--- src/rtl/nv_nvdla_mcif_read_eg_lat_credit_arb.sv ---
// Credit-gated round-robin arbiter in front of the MCIF read-egress latency FIFO.
// Optional build macro NVDLA_LAT_CREDIT_PRIO_EN gives client 0 strict priority.
module nv_nvdla_mcif_read_eg_lat_credit_arb #(
    parameter int NUM_CLIENTS = 4,
    parameter int ID_W        = 2,
    parameter int CREDITS     = 4,
    parameter int CNT_W       = 3,
    parameter int PD_W        = 79
) (
    input  logic                        nvdla_core_clk,
    input  logic                        nvdla_core_rstn,
    input  logic [NUM_CLIENTS-1:0]      clt_req_valid,
    input  logic [NUM_CLIENTS*PD_W-1:0] clt_req_pd,
    output logic [NUM_CLIENTS-1:0]      clt_req_ready,
    output logic                        dma_req_valid,
    input  logic                        dma_req_ready,
    output logic [PD_W-1:0]             dma_req_pd,
    output logic [ID_W-1:0]             dma_req_id,
    input  logic                        lat_fifo_pop,
    output logic [CNT_W-1:0]            credit_avail,
    output logic                        credit_err
);

    logic [CNT_W-1:0]       cnt;
    logic [CNT_W-1:0]       cnt_next;
    logic [ID_W-1:0]        rr_ptr;
    logic [ID_W-1:0]        rr_next;
    logic                   err_next;
    logic [NUM_CLIENTS-1:0] elig;
    logic [ID_W-1:0]        win;
    logic                   win_found;
    logic [PD_W-1:0]        win_pd;
    logic                   slot_free;
    logic                   grant;

    // Winner search: first eligible client at or after rr_ptr, wrapping.
    always_comb begin
        elig      = clt_req_valid;
        win       = '0;
        win_found = 1'b0;
`ifdef NVDLA_LAT_CREDIT_PRIO_EN
        if (clt_req_valid[0]) begin
            win_found = 1'b1;
        end
        elig[0] = 1'b0;
`endif
        for (int k = 0; k < NUM_CLIENTS; k++) begin
            for (int i = 0; i < NUM_CLIENTS; i++) begin
                if (!win_found && elig[i] &&
                    (i == ((int'(rr_ptr) + k) % NUM_CLIENTS))) begin
                    win_found = 1'b1;
                    win       = ID_W'(i);
                end
            end
        end
    end

    always_comb begin
        win_pd = '0;
        for (int i = 0; i < NUM_CLIENTS; i++) begin
            if (int'(win) == i) begin
                win_pd = clt_req_pd[i*PD_W +: PD_W];
            end
        end
    end

    assign slot_free = !dma_req_valid || dma_req_ready;
    assign grant     = slot_free && (cnt != '0) && win_found;

    // Ready is masked by reset so clients never see a handshake while held in reset.
    always_comb begin
        clt_req_ready = '0;
        for (int i = 0; i < NUM_CLIENTS; i++) begin
            clt_req_ready[i] = grant && nvdla_core_rstn && (int'(win) == i);
        end
    end

    always_comb begin
        rr_next = rr_ptr;
        if (grant) begin
`ifdef NVDLA_LAT_CREDIT_PRIO_EN
            if (win != '0) begin
                rr_next = (int'(win) == NUM_CLIENTS - 1) ? '0 : win + ID_W'(1);
            end
`else
            rr_next = (int'(win) == NUM_CLIENTS - 1) ? '0 : win + ID_W'(1);
`endif
        end
    end

    // A grant and a pop in the same cycle cancel; a pop at full credit is an error.
    always_comb begin
        cnt_next = cnt;
        err_next = credit_err;
        if (grant && !lat_fifo_pop) begin
            cnt_next = cnt - CNT_W'(1);
        end else if (!grant && lat_fifo_pop) begin
            if (cnt == CNT_W'(CREDITS)) begin
                err_next = 1'b1;
            end else begin
                cnt_next = cnt + CNT_W'(1);
            end
        end
    end

    always_ff @(posedge nvdla_core_clk or negedge nvdla_core_rstn) begin
        if (!nvdla_core_rstn) begin
            cnt           <= CNT_W'(CREDITS);
            rr_ptr        <= '0;
            credit_err    <= 1'b0;
            dma_req_valid <= 1'b0;
            dma_req_pd    <= '0;
            dma_req_id    <= '0;
        end else begin
            cnt        <= cnt_next;
            rr_ptr     <= rr_next;
            credit_err <= err_next;
            if (grant) begin
                dma_req_valid <= 1'b1;
                dma_req_pd    <= win_pd;
                dma_req_id    <= win;
            end else if (slot_free) begin
                dma_req_valid <= 1'b0;
            end
        end
    end

    assign credit_avail = cnt;

endmodule

--- config.mk ---
export PLATFORM = sky130hd
export DESIGN_NAME = nv_nvdla_mcif_read_eg_lat_credit_arb
export DESIGN_NICKNAME = d
export VERILOG_FILES = /design/src/rtl/nv_nvdla_mcif_read_eg_lat_credit_arb.sv
export SDC_FILE = /design/constraint.sdc
export NUM_CORES = 1
export LEC_CHECK = 0
export ABC_AREA = 1
export CAP_MARGIN = 0
export CORE_AREA = 2 2 159 161
export CTS_CLUSTER_SIZE = 12
export DETAILED_ROUTE_END_ITERATION = 16
export DIE_AREA = 0 0 161 163
export DONT_BUFFER_PORTS = 1
export SETUP_SLACK_MARGIN = 0.05
export SLEW_MARGIN = 20
export SYNTH_ARGS = -nofsm -noshare
export SYNTH_HDL_FRONTEND = slang
export SYNTH_SLANG_ARGS = --single-unit
--- constraint.sdc ---
create_clock -name nvdla_core_clk -period 5.1 [get_ports nvdla_core_clk]
set_input_delay 0.765 -clock nvdla_core_clk [delete_from_list [all_inputs] [get_ports nvdla_core_clk]]
set_output_delay 0.765 -clock nvdla_core_clk [all_outputs]
set_load 0.1 [all_outputs]
Yosys cells after proc, flatten, opt, wreduce, memory -nomap -nowiden
Cells that the tools add are included.
Word-level totals
  bits in registers: 88
  input port bits: 324
  output and inout port bits: 90
  word-level logic and storage cells: 146
Cells by class
  add/sub/neg operators: 6
  eq/ne operators: 17
  multiplexer cells: 41
  bitwise logic cells: 4
  reduce and logical (&&, ||, !) cells: 72
Operator list (count)
  $mux W79: 4
  $logic_not A32 Y1: 4
  $logic_and A1 B1 Y1: 40
  $mux W2: 15
  $mux W1: 19
  $eq A3 B3 Y1 const A: 6
  $logic_not A1 Y1: 18
  $eq A2 B3 Y1 const A: 3
  $mux W3: 3
  $reduce_or A2 Y1: 3
  $add A2 B1 Y2 const B: 2
  $add A2 B2 Y2 const B: 2
  $eq A2 B2 Y1 const A: 2
  $eq A2 B2 Y1 const B: 2
  $reduce_bool A2 Y1: 2
  $add A3 B1 Y3 const B: 1
  $and A1 B1 Y1 const A: 3
  $eq A3 B3 Y1 const B: 1
  $reduce_and A3 Y1: 1
  $reduce_bool A3 Y1: 1
  $sub A3 B1 Y3 const B: 1
  $eq A1 B2 Y1 const A: 1
  $eq A2 B1 Y1 const B: 1
  $logic_not A2 Y1: 1
  other kinds (4): 4

Longest topological paths before layout
  depth in word-level cells: 68
  depth in mapped cells: 23
  mapped depth without buffers: 20

Worst setup path after synthesis
OpenSTA, ideal clock, no wires.
  path type: input -> output
  from: input clt_req_valid[3]
  to: output clt_req_ready[3]
  arrival time: 3977 ps
  data required time: 4335 ps
  slack: 358 ps
  cell stages on the path: 16
  buffers on the path: 2
  path through: nand3_1 -> nand2_2 -> nor2_4 -> nand4_2 -> nor2_2 -> nand4_2 -> nor2_2 -> nand2_1 -> nor2_2 -> o21ai_0 -> nand2_1 -> ha_1 -> clkbuf_1 -> clkbuf_1 -> inv_1 -> nor2_1
Between the ends
  elaborated cells between the ends (all ways): 68
  those cells by class: eq/ne (1); mux (26); reduce/logical (41)
RTL lines
  from (decl): RTL line 12  | input logic [NUM_CLIENTS-1:0] clt_req_valid,
  $logic_and A1 B1 Y1 (2 in a row): RTL line 49  | if (!win_found && elig[i] &&
  $mux W1: RTL line 49
  $logic_not A1 Y1: RTL line 49
  $logic_and A1 B1 Y1 (2 in a row): RTL line 49
  $mux W1: RTL line 49
  $logic_not A1 Y1: RTL line 49
  $logic_and A1 B1 Y1 (2 in a row): RTL line 49
  $mux W1: RTL line 49
  [... 33 more ...]
  $logic_and A1 B1 Y1 (2 in a row): RTL line 49
  $mux W1: RTL line 49
  $logic_not A1 Y1: RTL line 49
  $logic_and A1 B1 Y1 (2 in a row): RTL line 49
  $mux W2 (*): RTL line 49
  net win[1]: RTL line 30  | logic [ID_W-1:0] win;
  $eq A2 B1 Y1 (*): RTL line 74  | clt_req_ready[i] = grant && nvdla_core_rstn && (int'(win) == i);
  $logic_and A1 B1 Y1 (*): RTL line 74
  to (decl): RTL line 14  | output logic [NUM_CLIENTS-1:0] clt_req_ready,
The timed path passes the listed nets; every way through them passes the cells marked *.

Worst setup path in the final report
  from: register rr_ptr[1]
  to: output clt_req_ready[2]
Between the ends
  elaborated cells between the ends (all ways): 106
  those cells by class: add/sub (3); eq/ne (13); mux (31); bitwise (3); reduce/logical (56)
RTL lines
  from (decl): RTL line 26  | logic [ID_W-1:0] rr_ptr;
  from (signal assigned): RTL line 116  | rr_ptr <= rr_next;
  $logic_not A32 Y1: RTL line 50  | (i == ((int'(rr_ptr) + k) % NUM_CLIENTS))) begin
  $logic_and A1 B1 Y1: RTL line 49
  $mux W1: RTL line 49
  $logic_not A1 Y1: RTL line 49
  $logic_and A1 B1 Y1 (2 in a row): RTL line 49
  $mux W1: RTL line 49
  $logic_not A1 Y1: RTL line 49
  $logic_and A1 B1 Y1 (2 in a row): RTL line 49
  [... 46 more ...]
  $logic_and A1 B1 Y1 (2 in a row): RTL line 49
  $mux W1: RTL line 49
  $logic_not A1 Y1: RTL line 49
  $logic_and A1 B1 Y1 (2 in a row): RTL line 49
  $mux W2 (*): RTL line 49
  net win[0]: RTL line 30
  $eq A2 B2 Y1 (*): RTL line 74
  $logic_and A1 B1 Y1 (*): RTL line 74
Marks and branches as above.

==> impl_metrics.env <==
export IMPL_cpMaxStageDelayCell="ha_4"
export IMPL_clk_pin_slew_ns=0.07
export IMPL_synth_commonest_cells="nand2_1 (173), o21ai_0 (95), dfrtp_1 (87)"
export IMPL_final_hold_viol_count=0
export IMPL_hpwl_um=15400
export IMPL_die_h_um=163
export IMPL_die_w_um=161
export IMPL_finalSetupViolations=0
export IMPL_r2r_start="rr_ptr[0]"
export IMPL_ant_nets=0
export IMPL_async_flop_share=1.00
export IMPL_ys_flop_type="dfrtp_1"
export IMPL_multiInputGateArea_um2=3430
export IMPL_hold_buffers=0
export IMPL_synth_top_cells_by_area="dfrtp_1 (36%), mux2i_1 (13%), nand2_1 (11%)"
export IMPL_startpoint_type="flop"
export IMPL_path_buf_inv=4
export IMPL_synthToLayoutAreaGrowth_pct=9.53
export IMPL_gp_routability_congestion=0.900
export IMPL_worstPathArrival_ns=3.37
export IMPL_post_route_min_period_ns=4.14
export IMPL_ctsResizeCount=0
export IMPL_drtPass1Iterations=6
export IMPL_required_ns=4.34
export IMPL_ios=414
export IMPL_drc=0
export IMPL_synth_most_common_cell="nand2_1"
export IMPL_tritoncts="yes"
export IMPL_critPathCaptureType="output pin"
export IMPL_vias=5289
export IMPL_wl_per_cell_um=19.3
export IMPL_hp_class="in2async"
export IMPL_clockBufferDepth=2
export IMPL_syn_num_nets=1069
export IMPL_core_area_um2=24700
export IMPL_yosys_cell_types_count=29
export IMPL_synth_top_cell_area_share=0.362
export IMPL_dp_cells=1018
export IMPL_cts_buffers=9
export IMPL_floorplan_die_area_um2=26200
export IMPL_max_cap_viol_count=0
export IMPL_start_util=0.244
export IMPL_grt_max_degree=117
export IMPL_cts_sinks=88
export IMPL_syn_avg_cell_area_um2=8.15
export IMPL_overflow=0
export IMPL_vias_per_cell=5.11
export IMPL_status="completed"
export IMPL_synth_edf_count=0
export IMPL_setup_ws_ns=0.963
export IMPL_nFillCells=2680
export IMPL_crit_chain="nor2_1 -> nand2_1 -> nand2_1 -> nor2_4 -> nand4_2 -> nor3_1 -> nor2_1 -> nand2_1 -> nor2_1 -> nand2_1 -> inv_1 -> nand2_1 -> inv_1 -> ha_4 -> inv_1 -> nor2_2 -> buf_4"
export IMPL_port_buffers=0
export IMPL_grt_use_total=0.142
export IMPL_fin_skew_ns=0.0130
export IMPL_max_freq_mhz=242
export IMPL_ys_warn_count=0
export IMPL_crit_fanout=78
export IMPL_r2r_setup_slack_ns=1.34
export IMPL_insertion_delay_ns=0.34
export IMPL_max_slew_worst_pin_slew_ns=1.11
export IMPL_drive_above_1_share=0.107
export IMPL_critPathMaxStageDelay_ns=0.61
export IMPL_ys_seq_area_frac=0.366
export IMPL_drt_iter0_drc=340
export IMPL_crit_type="reg2out"
export IMPL_tns_ns=0
export IMPL_rsz0062_at_grt="no"
export IMPL_wirelength_um=20000
export IMPL_crit_family="simple AND/OR/NAND/NOR gates"
export IMPL_synth_cell_area_um2=6010
export IMPL_crit_top_cell="nand2_1"
export IMPL_antenna_found_initial=2
export IMPL_reg2reg_to="dma_req_pd[7]"
export IMPL_relSlewSlack=0.263
export IMPL_finalNonFillerCells=1035
export IMPL_layout_worst_path_cycle_share=0.811
export IMPL_cts_max_level=3
export IMPL_nNetsFinal=1030
export IMPL_std_cell_rows=58
export IMPL_place_ws_ns=1.15
export IMPL_synth_seq_cells=88
export IMPL_maxSlewViolCount=0
export IMPL_post_cts_buffers=0
export IMPL_grt_pass1_wl_um=28600
export IMPL_grt_pass1_vias=4721
export IMPL_seqCellArea_um2=2200
export IMPL_synth_area_leader_cell="dfrtp_1"
export IMPL_cts_root_buf="clkbuf_16"
export IMPL_syn_inst=738
export IMPL_worst_r2r_path_depth=16
## worst reg2reg max path, stage by stage (launching register included)
cell	delay, ns
dfrtp_1	0.49
nor2_1	0.13
nand2_1	0.08
nand2_1	0.08
nor2_4	0.11
nand4_2	0.12
nor2_2	0.13
nand4_2	0.12
nor3_1	0.22
nand4_1	0.16
nand2_1	0.22
ha_4	0.49
buf_4	0.51
a22oi_1	0.21
o21ai_0	0.31
mux2i_1	0.14
o21ai_2	0.15
## routing by layer
metal  track usage  wire length [um]  vias up
met5             0                13        -
met4        0.0459               431        2
met3        0.0438              1760       19
met2         0.230              9530      270
met1         0.182              8240     2497
li1              -                 -     2501
## layout make-up
class / count / area share
Antenna cell: 1 / 0.000380
Timing Repair Buffer: 13 / 0.0186
Sequential cell: 88 / 0.335
Multi-Input combinational cell: 562 / 0.520
Clock inverter: 4 / 0.0116
Inverter: 25 / 0.0143
Tap cell: 330 / 0.0627
Clock buffer: 12 / 0.0374
## through the flow
step / area (um^2) / hold WS, ns / util
2_1_floorplan: 6010 / 0.469 / -
3_3_place_gp: 6260 / 0.471 / 0.254
3_5_place_dp: 6260 / 0.471 / 0.254
4_1_cts: 6580 / 0.0933 / 0.267
5_1_grt: 6590 / 0.0900 / 0.267
6_report: 6590 / 0.116 / 0.267
## cells by family (layout without fill, tap and decap cells)
family,Yosys count,after routing,synth area share
flip-flops,88,88,0.366
adder cells (fa/ha/maj),7,7,0.0158
XOR/XNOR,3,3,0.00437
buffers and inverters,88,54,0.0749
multiplexers,79,79,0.132
AND/OR/NAND/NOR,228,228,0.157
other,0,1,0
AO/OA/AOI/OAI,245,245,0.250
## how the worst max path moves through the flow
stage                                start                to  slack (ns)  depth (start not counted)
after floorplan           clt_req_valid[3]  clt_req_ready[3]        0.36                         16
final                            rr_ptr[1]  clt_req_ready[2]        0.96                         17
after CTS                        rr_ptr[1]  clt_req_ready[2]        0.95                         17
after global placement    clt_req_valid[3]  clt_req_ready[2]        1.21                         15
after detailed placement  clt_req_valid[3]  clt_req_ready[2]        1.15                         15
after global routing             rr_ptr[1]  clt_req_ready[2]        0.63                         16
## flip-flops by register name, summed over array words and instances, names as in the netlist
name,count
dma_req_pd,79
credit_avail,3
dma_req_id,2
rr_ptr,2
credit_err,1
dma_req_valid,1
## placed cells by master, fill, tap and decap left out, types with 11 or more instances in the layout
master,count
o21ai_1,50
nor2_1,14
inv_1,23
nand3_1,11
buf_4,11
nand2_2,11
mux2i_1,79
nand2_1,173
o21ai_2,19
dfrtp_1,87
a22oi_1,79
o21ai_0,95
Power is not shown: default switching activity piles up to over one toggle a cycle in this logic, so the estimate is an artifact.
